[src/rtl/ethernet_pkg.sv]
// Shared types and helpers for the ethernet controller host-side MMIO bridge.
// Byte-lane masking and alignment checks live here so other host-facing blocks can reuse them.
package ethernet_pkg;

  localparam int unsigned eth_data_width_lp = 64;

  typedef enum logic [1:0] {
    e_bridge_idle,
    e_bridge_issue,
    e_bridge_wait_rd,
    e_bridge_resp
  } ethernet_bridge_state_e;

  typedef enum logic [1:0] {
    e_size_1B,
    e_size_2B,
    e_size_4B,
    e_size_8B
  } ethernet_op_size_e;

  function automatic logic [eth_data_width_lp-1:0] size_mask(input logic [1:0] size);
    logic [eth_data_width_lp-1:0] mask;
    case (ethernet_op_size_e'(size))
      e_size_1B: mask = 64'h0000_0000_0000_00FF;
      e_size_2B: mask = 64'h0000_0000_0000_FFFF;
      e_size_4B: mask = 64'h0000_0000_FFFF_FFFF;
      default:   mask = 64'hFFFF_FFFF_FFFF_FFFF;
    endcase
    return mask;
  endfunction

  function automatic logic misaligned(input logic [15:0] addr, input logic [1:0] size);
    logic bad;
    case (ethernet_op_size_e'(size))
      e_size_1B: bad = 1'b0;
      e_size_2B: bad = addr[0];
      e_size_4B: bad = |addr[1:0];
      default:   bad = |addr[2:0];
    endcase
    return bad;
  endfunction

endpackage

[src/rtl/ethernet_mmio_bridge.sv]
// Host-side MMIO front end of the ethernet controller: one request in flight, one strobe per
// request, one response per request, with a timeout on reads that never return data.
module ethernet_mmio_bridge
  import ethernet_pkg::*;
#(
  parameter int data_width_p     = 64,
  parameter int timeout_p        = 64,
  parameter int timeout_width_lp = $clog2(timeout_p + 1)
) (
  input  logic                    clk_i,
  input  logic                    reset_n_i,

  input  logic                    req_v_i,
  output logic                    req_ready_o,
  input  logic                    req_we_i,
  input  logic [15:0]             req_addr_i,
  input  logic [1:0]              req_size_i,
  input  logic [data_width_p-1:0] req_data_i,

  output logic                    resp_v_o,
  input  logic                    resp_ready_i,
  output logic [data_width_p-1:0] resp_data_o,
  output logic                    resp_err_o,

  output logic [15:0]             ctrl_addr_o,
  output logic                    ctrl_write_en_o,
  output logic                    ctrl_read_en_o,
  output logic [1:0]              ctrl_op_size_o,
  output logic [data_width_p-1:0] ctrl_write_data_o,
  input  logic [data_width_p-1:0] ctrl_read_data_i,
  input  logic                    ctrl_read_data_v_i
);

  localparam logic [timeout_width_lp-1:0] timeout_last_lp = timeout_width_lp'(timeout_p - 1);

  ethernet_bridge_state_e state_q, state_d;

  logic [15:0]               ctrl_addr_q,  ctrl_addr_d;
  logic [1:0]                ctrl_size_q,  ctrl_size_d;
  logic [data_width_p-1:0]   ctrl_wdata_q, ctrl_wdata_d;
  logic                      we_q,         we_d;
  logic [timeout_width_lp-1:0] cnt_q,      cnt_d;
  logic [data_width_p-1:0]   resp_data_q,  resp_data_d;
  logic                      resp_err_q,   resp_err_d;

  logic [eth_data_width_lp-1:0] lane_mask_full;
  logic [data_width_p-1:0]      lane_mask;
  logic [timeout_width_lp-1:0]  cnt_inc;

  assign lane_mask_full = size_mask(ctrl_size_q);
  assign lane_mask      = lane_mask_full[data_width_p-1:0];
  assign cnt_inc        = cnt_q + timeout_width_lp'(1);

  always_comb begin
    state_d         = state_q;
    ctrl_addr_d     = ctrl_addr_q;
    ctrl_size_d     = ctrl_size_q;
    ctrl_wdata_d    = ctrl_wdata_q;
    we_d            = we_q;
    cnt_d           = cnt_q;
    resp_data_d     = resp_data_q;
    resp_err_d      = resp_err_q;
    req_ready_o     = (state_q == e_bridge_idle);
    ctrl_write_en_o = 1'b0;
    ctrl_read_en_o  = 1'b0;

    case (state_q)
      e_bridge_idle: begin
        if (req_v_i) begin
          // Misaligned requests never reach the controller, so its port registers keep their values.
          if (misaligned(req_addr_i, req_size_i)) begin
            state_d     = e_bridge_resp;
            resp_err_d  = 1'b1;
            resp_data_d = '1;
          end else begin
            state_d      = e_bridge_issue;
            ctrl_addr_d  = req_addr_i;
            ctrl_size_d  = req_size_i;
            ctrl_wdata_d = req_data_i;
            we_d         = req_we_i;
          end
        end
      end

      e_bridge_issue: begin
        ctrl_write_en_o = we_q;
        ctrl_read_en_o  = !we_q;
        if (we_q) begin
          state_d     = e_bridge_resp;
          resp_err_d  = 1'b0;
          resp_data_d = '0;
        end else begin
          state_d = e_bridge_wait_rd;
          cnt_d   = '0;
        end
      end

      e_bridge_wait_rd: begin
        // Returned data takes priority over a timeout expiring in the same cycle.
        if (ctrl_read_data_v_i) begin
          state_d     = e_bridge_resp;
          resp_err_d  = 1'b0;
          resp_data_d = ctrl_read_data_i & lane_mask;
        end else if (cnt_inc == timeout_last_lp) begin
          state_d     = e_bridge_resp;
          resp_err_d  = 1'b1;
          resp_data_d = '1;
        end else begin
          cnt_d = cnt_inc;
        end
      end

      e_bridge_resp: begin
        if (resp_ready_i) begin
          state_d     = e_bridge_idle;
          resp_err_d  = 1'b0;
          resp_data_d = '0;
        end
      end

      default: state_d = e_bridge_idle;
    endcase
  end

  always_ff @(posedge clk_i or negedge reset_n_i) begin
    if (!reset_n_i) begin
      state_q      <= e_bridge_idle;
      ctrl_addr_q  <= '0;
      ctrl_size_q  <= '0;
      ctrl_wdata_q <= '0;
      we_q         <= 1'b0;
      cnt_q        <= '0;
      resp_data_q  <= '0;
      resp_err_q   <= 1'b0;
    end else begin
      state_q      <= state_d;
      ctrl_addr_q  <= ctrl_addr_d;
      ctrl_size_q  <= ctrl_size_d;
      ctrl_wdata_q <= ctrl_wdata_d;
      we_q         <= we_d;
      cnt_q        <= cnt_d;
      resp_data_q  <= resp_data_d;
      resp_err_q   <= resp_err_d;
    end
  end

  assign resp_v_o          = (state_q == e_bridge_resp);
  assign resp_data_o       = resp_data_q;
  assign resp_err_o        = resp_err_q;
  assign ctrl_addr_o       = ctrl_addr_q;
  assign ctrl_op_size_o    = ctrl_size_q;
  assign ctrl_write_data_o = ctrl_wdata_q;

endmodule

[config.mk]
export PLATFORM = sky130hd
export DESIGN_NAME = ethernet_mmio_bridge
export DESIGN_NICKNAME = d
export VERILOG_FILES = /design/src/rtl/ethernet_pkg.sv /design/src/rtl/ethernet_mmio_bridge.sv
export SDC_FILE = /design/constraint.sdc
export NUM_CORES = 1
export LEC_CHECK = 0
export BUFFER_PORTS_ARGS = -buffer_cell sky130_fd_sc_hd__buf_4
export CAP_MARGIN = 5
export CORE_ASPECT_RATIO = 1.4
export CORE_UTILIZATION = 49
export CTS_BUF_LIST = sky130_fd_sc_hd__clkbuf_4 sky130_fd_sc_hd__clkbuf_8
export DETAILED_ROUTE_END_ITERATION = 10
export GPL_TIMING_DRIVEN = 0
export PLACE_DENSITY = 0.85
export SLEW_MARGIN = 25
export SYNTH_ARGS = -nofsm -noshare
export SYNTH_HDL_FRONTEND = slang
export SYNTH_SLANG_ARGS = --single-unit
[constraint.sdc]
create_clock -name clk_i -period 2.4 [get_ports clk_i]
set_clock_uncertainty 0.15 [all_clocks]
set_input_delay 0 -clock clk_i [delete_from_list [all_inputs] [get_ports clk_i]]
set_output_delay 0 -clock clk_i [all_outputs]
set_load 0.02 [all_outputs]
# [Word-level counts from Yosys, hierarchy flattened]
# Index checks and enable logic that the tools add are counted.
[classes] n_eq_ne=16 addsub=1 n_reduce_logical=11 muxes=31 bitwise=2
[op_table] cell="64-bit 2-to-1 mux" n=6
[op_table] cell="64-bit one-hot mux with 4 select lines" n=1
[op_table] cell="64-bit one-hot mux with 3 select lines" n=1
[op_table] cell="64-bit AND" n=1
[op_table] cell="7-bit 2-to-1 mux" n=3
[op_table] cell="7-bit one-hot mux with 2 select lines" n=1
[op_table] cell="1-bit 2-to-1 mux" n=11
[op_table] cell="2-bit 2-to-1 mux" n=5
[op_table] cell="2-bit inequality test (second input constant)" n=5
[op_table] cell="2-bit equality test (second input constant)" n=4
[op_table] cell="2-bit one-hot mux with 4 select lines" n=1
[op_table] cell="7-bit by 1-bit adder with 7-bit output (second input constant)" n=1
[op_table] cell="7-bit by 6-bit equality test with 1-bit output (second input constant)" n=1
[op_table] cell="2-bit by 1-bit equality test with 1-bit output (second input constant)" n=3
[op_table] cell="2-bit zero test" n=3
[op_table] cell="3-bit AND reduction" n=2
[op_table] cell="5-bit AND reduction" n=1
[op_table] cell="2-bit by 1-bit inequality test with 1-bit output (second input constant)" n=2
[op_table] cell="1-bit one-hot mux with 4 select lines" n=1
[op_table] cell="4-bit AND reduction" n=1
[op_table] cell="3-bit inequality test (second input constant)" n=1
[op_table] cell="1-bit one-hot mux with 3 select lines" n=1
[op_table] cell="3-bit OR reduction" n=1
[op_table] cell="2-bit nonzero test" n=1
[op_table] cell="other kinds (3)" n=3
[totals] in_bits=152 output_inout_bits=151 elab_cells=69 reg_bits=157

# [Logic depth before layout (Yosys ltp)]
[depth] ltp_word=7 ltp_mapped=9 mapped_depth_nobuf=8

# [Least setup slack after synthesis]
# OpenSTA, ideal clock, no wires.
[synth_path] path_kind="register to register" from="reg state_q[0]" to="reg resp_data_q[0] (netlist: resp_data_o[0])" stages_incl_launch_ff=9 synth_period_minus_slack_ns=2.352 arrival_time_ns=2.058 setup_ns=0.143 required_ns=2.107 slack_ns=0.048 path_buffers=2 path_cell_list="dfrtp_1 > ha_1 > nor2b_1 > a21oi_1 > nand3b_1 > nor3_1 > buf_2 > clkbuf_1 > a2bb2oi_2"
[synth_via] elab_chain_len=3 elab_cells_between_ends=11 cone_classes="eq/ne: 8; mux: 1; reduce/logical: 2"
[synth_lines] item="start: declaration" line_no="ethernet_mmio_bridge.sv:36" rtl="ethernet_bridge_state_e state_q, state_d;"
[synth_lines] item="start signal: assignment" line_no="ethernet_mmio_bridge.sv:127" rtl="state_q <= e_bridge_idle;"
[synth_lines] item="start signal: assignment" line_no="ethernet_mmio_bridge.sv:136" rtl="state_q <= state_d;"
[synth_lines] item="2-bit equality test (*)"
[synth_lines] item="net resp_v_o" line_no="ethernet_mmio_bridge.sv:20" rtl="output logic resp_v_o,"
[synth_lines] item="2-bit by 1-bit inequality test with 1-bit output (no line)"
[synth_lines] item="5-bit AND reduction (no line)"
[synth_lines] item="end signal: assignment" line_no="ethernet_mmio_bridge.sv:142" rtl="resp_data_q <= resp_data_d;"
[synth_lines] item="end: declaration" line_no="ethernet_mmio_bridge.sv:43" rtl="logic [data_width_p-1:0] resp_data_q, resp_data_d;"
# Mark *: on every way through the listed nets, which the timed path passes. The rest lies on a longest branch.
# A chain may end at the register's enable or synchronous reset.

# [Final worst setup path]
[layout_path] from="reg state_q[0]" to="reg resp_data_q[56] (netlist: resp_data_o[56])"
[layout_via] elab_chain_len=3 elab_cells_between_ends=11 cone_classes="eq/ne: 8; mux: 1; reduce/logical: 2"
[layout_lines] item="2-bit equality test (tied with other cells)" line_no="ethernet_mmio_bridge.sv:67" rtl="case (state_q)"
[layout_lines] item="3-bit inequality test (no line) (tied with other cells)"
[layout_lines] item="5-bit AND reduction (no line)"
# Parallel ways exist; a longest one is shown, timed or not.

==> metrics.md <==
| Metric | Value |
|---|---|
| Status | `finished clean` |
| Clock Sinks | `157` |
| Gpl congestion | `between 0.8 and 0.9` |
| Post-synthesis cell type count | `40` |
| Top-count cell post-synth | `dfrtp_1` |
| Synth Flop Type | `dfrtp_1` |
| Reg power frac | `approximately 31%` |
| Psw | `6800 µW` |
| Area leader, netlist | `dfrtp_1` |
| GRT Util Overall | `around a third` |
| DP Wirelength | `between 10000 and 15000 µm` |
| Yosys reg bits | `157` |
| Share of layout cells above drive strength 1 | `52.8%` |
| Max-Cap Viols | `0` |
| Max-slew violations | `0` |
| Routed Antenna Nets | `0` |
| Vias per cell | `5.30` |
| Worst-Margin Slew | `a little over 0.6 ns` |
| Ports | `303` |
| Design Area, Final | `between 10000 and 15000 µm²` |
| Final setup fails | `0` |
| Relative max-transition margin | `between 50% and 60%` |
| Total global routing overflow | `0` |
| CTS Buf Count | `17` |
| Largest net degree at the start of global routing | `80` |
| Cell row count | `50` |
| Die area | `14100 µm²` |
| WL/cell | `approximately 21 µm` |
| Port bufs | `302` |
| N_diodes | `0` |
| Final setup margin | `between 0.1 and 0.15 ns` |
| Worst Path Required | `2.56 ns` |
| Initial antenna violation count | `0` |
| Post-synth EDFFs | `0` |
| Synth Cell Area | `~6700 µm²` |
| Vias in the first global route | `between 6000 and 7000` |
| Area grow syn2layout | `68.2%` |
| Residual DRC | `0` |
| P_int | `between 9000 and 10000 µW` |
| Total Wirelength | `around 24000 µm` |
| Final hold viol count | `0` |
| Power share of the combinational group | `56.7%` |
| Sw frac | `roughly two fifths` |
| Fin crit share | `roughly 95%` |
| Post-synthesis net count | `between 600 and 700` |
| Reg2reg start | `state_q[0]` |
| Clk buf depth | `2` |
| Cells after synthesis | `477` |
| Crit path max fanout | `10` |
| Worst hold path type | `in2reg` |
| Leak | `roughly 0.0052 µW` |
| DIE WIDTH | `just over 100 µm` |
| Worst setup path startpoint | `state_q[0]` |
| Top cell type's share of synthesized area | `between 50% and 60%` |
| Synth warn | `0` |
| Final core occ | `a little over four fifths` |
| Max VDD drop | `~0.0011 V` |
| DP Area | `roughly 9200 µm²` |
| First-pass GRT wire length | `between 30000 and 40000 µm` |
| RSZ-0062 raised after global routing | `false` |
| Power per cell area | `around 1500 nW/µm²` |
| DR vias | `6075` |
| Critical Path Start Type | `flip-flop` |
| CP Data Arrival Time | `2.45 ns` |
| Pre-antenna DRT Iters | `4` |
| Fmax | `~440 MHz` |
| Seq/Total Area, Yosys | `approximately three fifths` |
| Placeable Area | `roughly 13000 µm²` |
| Synth Area per Inst | `between 10 and 15 µm²` |
| Place WS | `-0.428 ns` |
| Most common library cells after synthesis | `dfrtp_1, mux2_2, nand2_1, a2bb2oi_2, clkbuf_1` |
| Post-route minimum period | `2.29 ns` |
| Die H | `between 100 and 150 µm` |
| Clock power frac | `about 13%` |
| CTS tree | `yes` |
| CP Class | `reg2reg` |
| Register clock-pin slew on the reported worst setup and hold paths | `roughly 0.10 ns` |
| Depth of the CTS H-tree | `4` |
| Latest clock arrival within the worst-skew pair | `between 0.4 and 0.5 ns` |
| Starting Density | `roughly half` |
| Initial drt markers | `254` |
| Root buf cell | `clkbuf_8` |
| Hold Startpoint | `req_data_i[48]` |
| Final Net Count | `1109` |
| Crit. End Element | `flip-flop` |
| Top post-synthesis cells by area | `dfrtp_1, mux2_2, a2bb2oi_2` |
| Async S/R FF share, synth | `between 90% and 100%` |
-- final cells by class --
type,instances,area (µm²)
Buffer,30,268
Clock buffer,18,241
Clock inverter,14,183
Fill cell,628,2060
Inverter,9,33.8
Multi-Input combinational cell,280,2550
Sequential cell,157,3930
Tap cell,182,228
Timing Repair Buffer,456,3830
-- power by group through the flow --
stage | Combinational (µW) | Sequential, µW | Clock [µW]
final | 9370 | 5040 | 2130
after global routing | 9780 | 5150 | 2270
after CTS | 9080 | 4900 | 2160
after detailed placement | 8760 | 4940 | 0
after global placement | 8460 | 4830 | 0
after floorplan | 4010 | 6350 | 0
-- critical path, cell delays in order (launching register included) --
cell       delay (ns)
dfrtp_1          0.42
ha_1             0.26
nor2b_1          0.16
a21oi_1          0.22
nand3b_1         0.15
nor3_2           0.22
buf_4            0.23
clkbuf_4         0.26
a2bb2oi_2        0.09
-- state kept, by name (all words and copies together) (netlist names) --
signal,flops
cnt_q,7
ctrl_addr_o,16
ctrl_op_size_o,2
ctrl_write_data_o,64
resp_data_o,64
resp_err_o,1
state_q,2
we_q,1
-- repair_timing --
item | CTS | global route
setup endpoints to repair | 119 | 130
setup buffers | 1 | 0
gates cloned | 0 | 0
hold buffers | 152 | 0
pin swaps | 1 | 2
hold endpoints to repair | 313 | 0
resized for setup | 18 | 20
-- logic make-up after synthesis --
group	Yosys count	share of synthesized area (%)
mux	84	14.1
buf+inv	40	3.72
compound gates	93	16.1
xor+xnor	1	0.131
fa+ha+maj	6	1.12
flops	157	58.7
simple gates	96	6.22
-- final timing paths --
kind	to	slack, ns	cells past startpoint
worst max register to register	resp_data_o[56]	0.11	8
worst min-delay path	ctrl_write_data_o[48]	0.18	3
min in group asynchronous	resp_data_o[34]	0.52	3
worst min register to register	ctrl_write_data_o[57]	0.37	1
max in group asynchronous	cnt_q[1]	0.78	4
worst max-delay path	resp_data_o[56]	0.11	8
-- per-layer routing --
| layer | global-route usage (%) | routed length (µm) | vias up |
|---|---|---|---|
| met5 | 0 | 0 | - |
| met4 | 18.3 | 1100 | 0 |
| met3 | 8.18 | 1430 | 79 |
| met2 | 63.5 | 12900 | 322 |
| met1 | 35.0 | 8100 | 3034 |
| li1 | - | - | 2640 |
-- stage by stage --
| step | hold WS [ns] | total power, µW | instances | TNS, ns |
|---|---|---|---|---|
| 2_1_floorplan | -0.446 | 10400 | 477 | 0 |
| 3_3_place_gp | 0.0824 | 13300 | 961 | -17.86 |
| 3_5_place_dp | -0.138 | 13700 | 962 | -26.31 |
| 4_1_cts | 0.143 | 16100 | 1147 | 0 |
| 5_1_grt | 0.163 | 17200 | 1146 | 0 |
| 6_report | 0.177 | 16500 | 1146 | 0 |
-- placed cells by master (no fill, tap or decap), drive strengths merged --
master / instances
or2: 2
xnor2: 1
a21bo: 1
dlygate4sd3: 152
and2b: 1
mux2: 82
o211ai: 4
nand2: 72
o21ai: 6
a2bb2oi: 64
inv: 14
or4: 1
clkbuf: 39
nor4: 1
nand2b: 1
nor2b: 4
o2111ai: 1
dfrtp: 157
o22ai: 2
a22o: 1
nor2: 2
ha: 6
mux2i: 2
o31ai: 1
clkinvlp: 4
and3: 1
o21bai: 2
and2: 2
nand3: 3
o21ba: 1
nand3b: 1
buf: 313
nor3: 4
nor3b: 1
o21a: 4
a21oi: 6
clkinv: 2
bufinv: 3
Power figures use the tool's default switching activity.
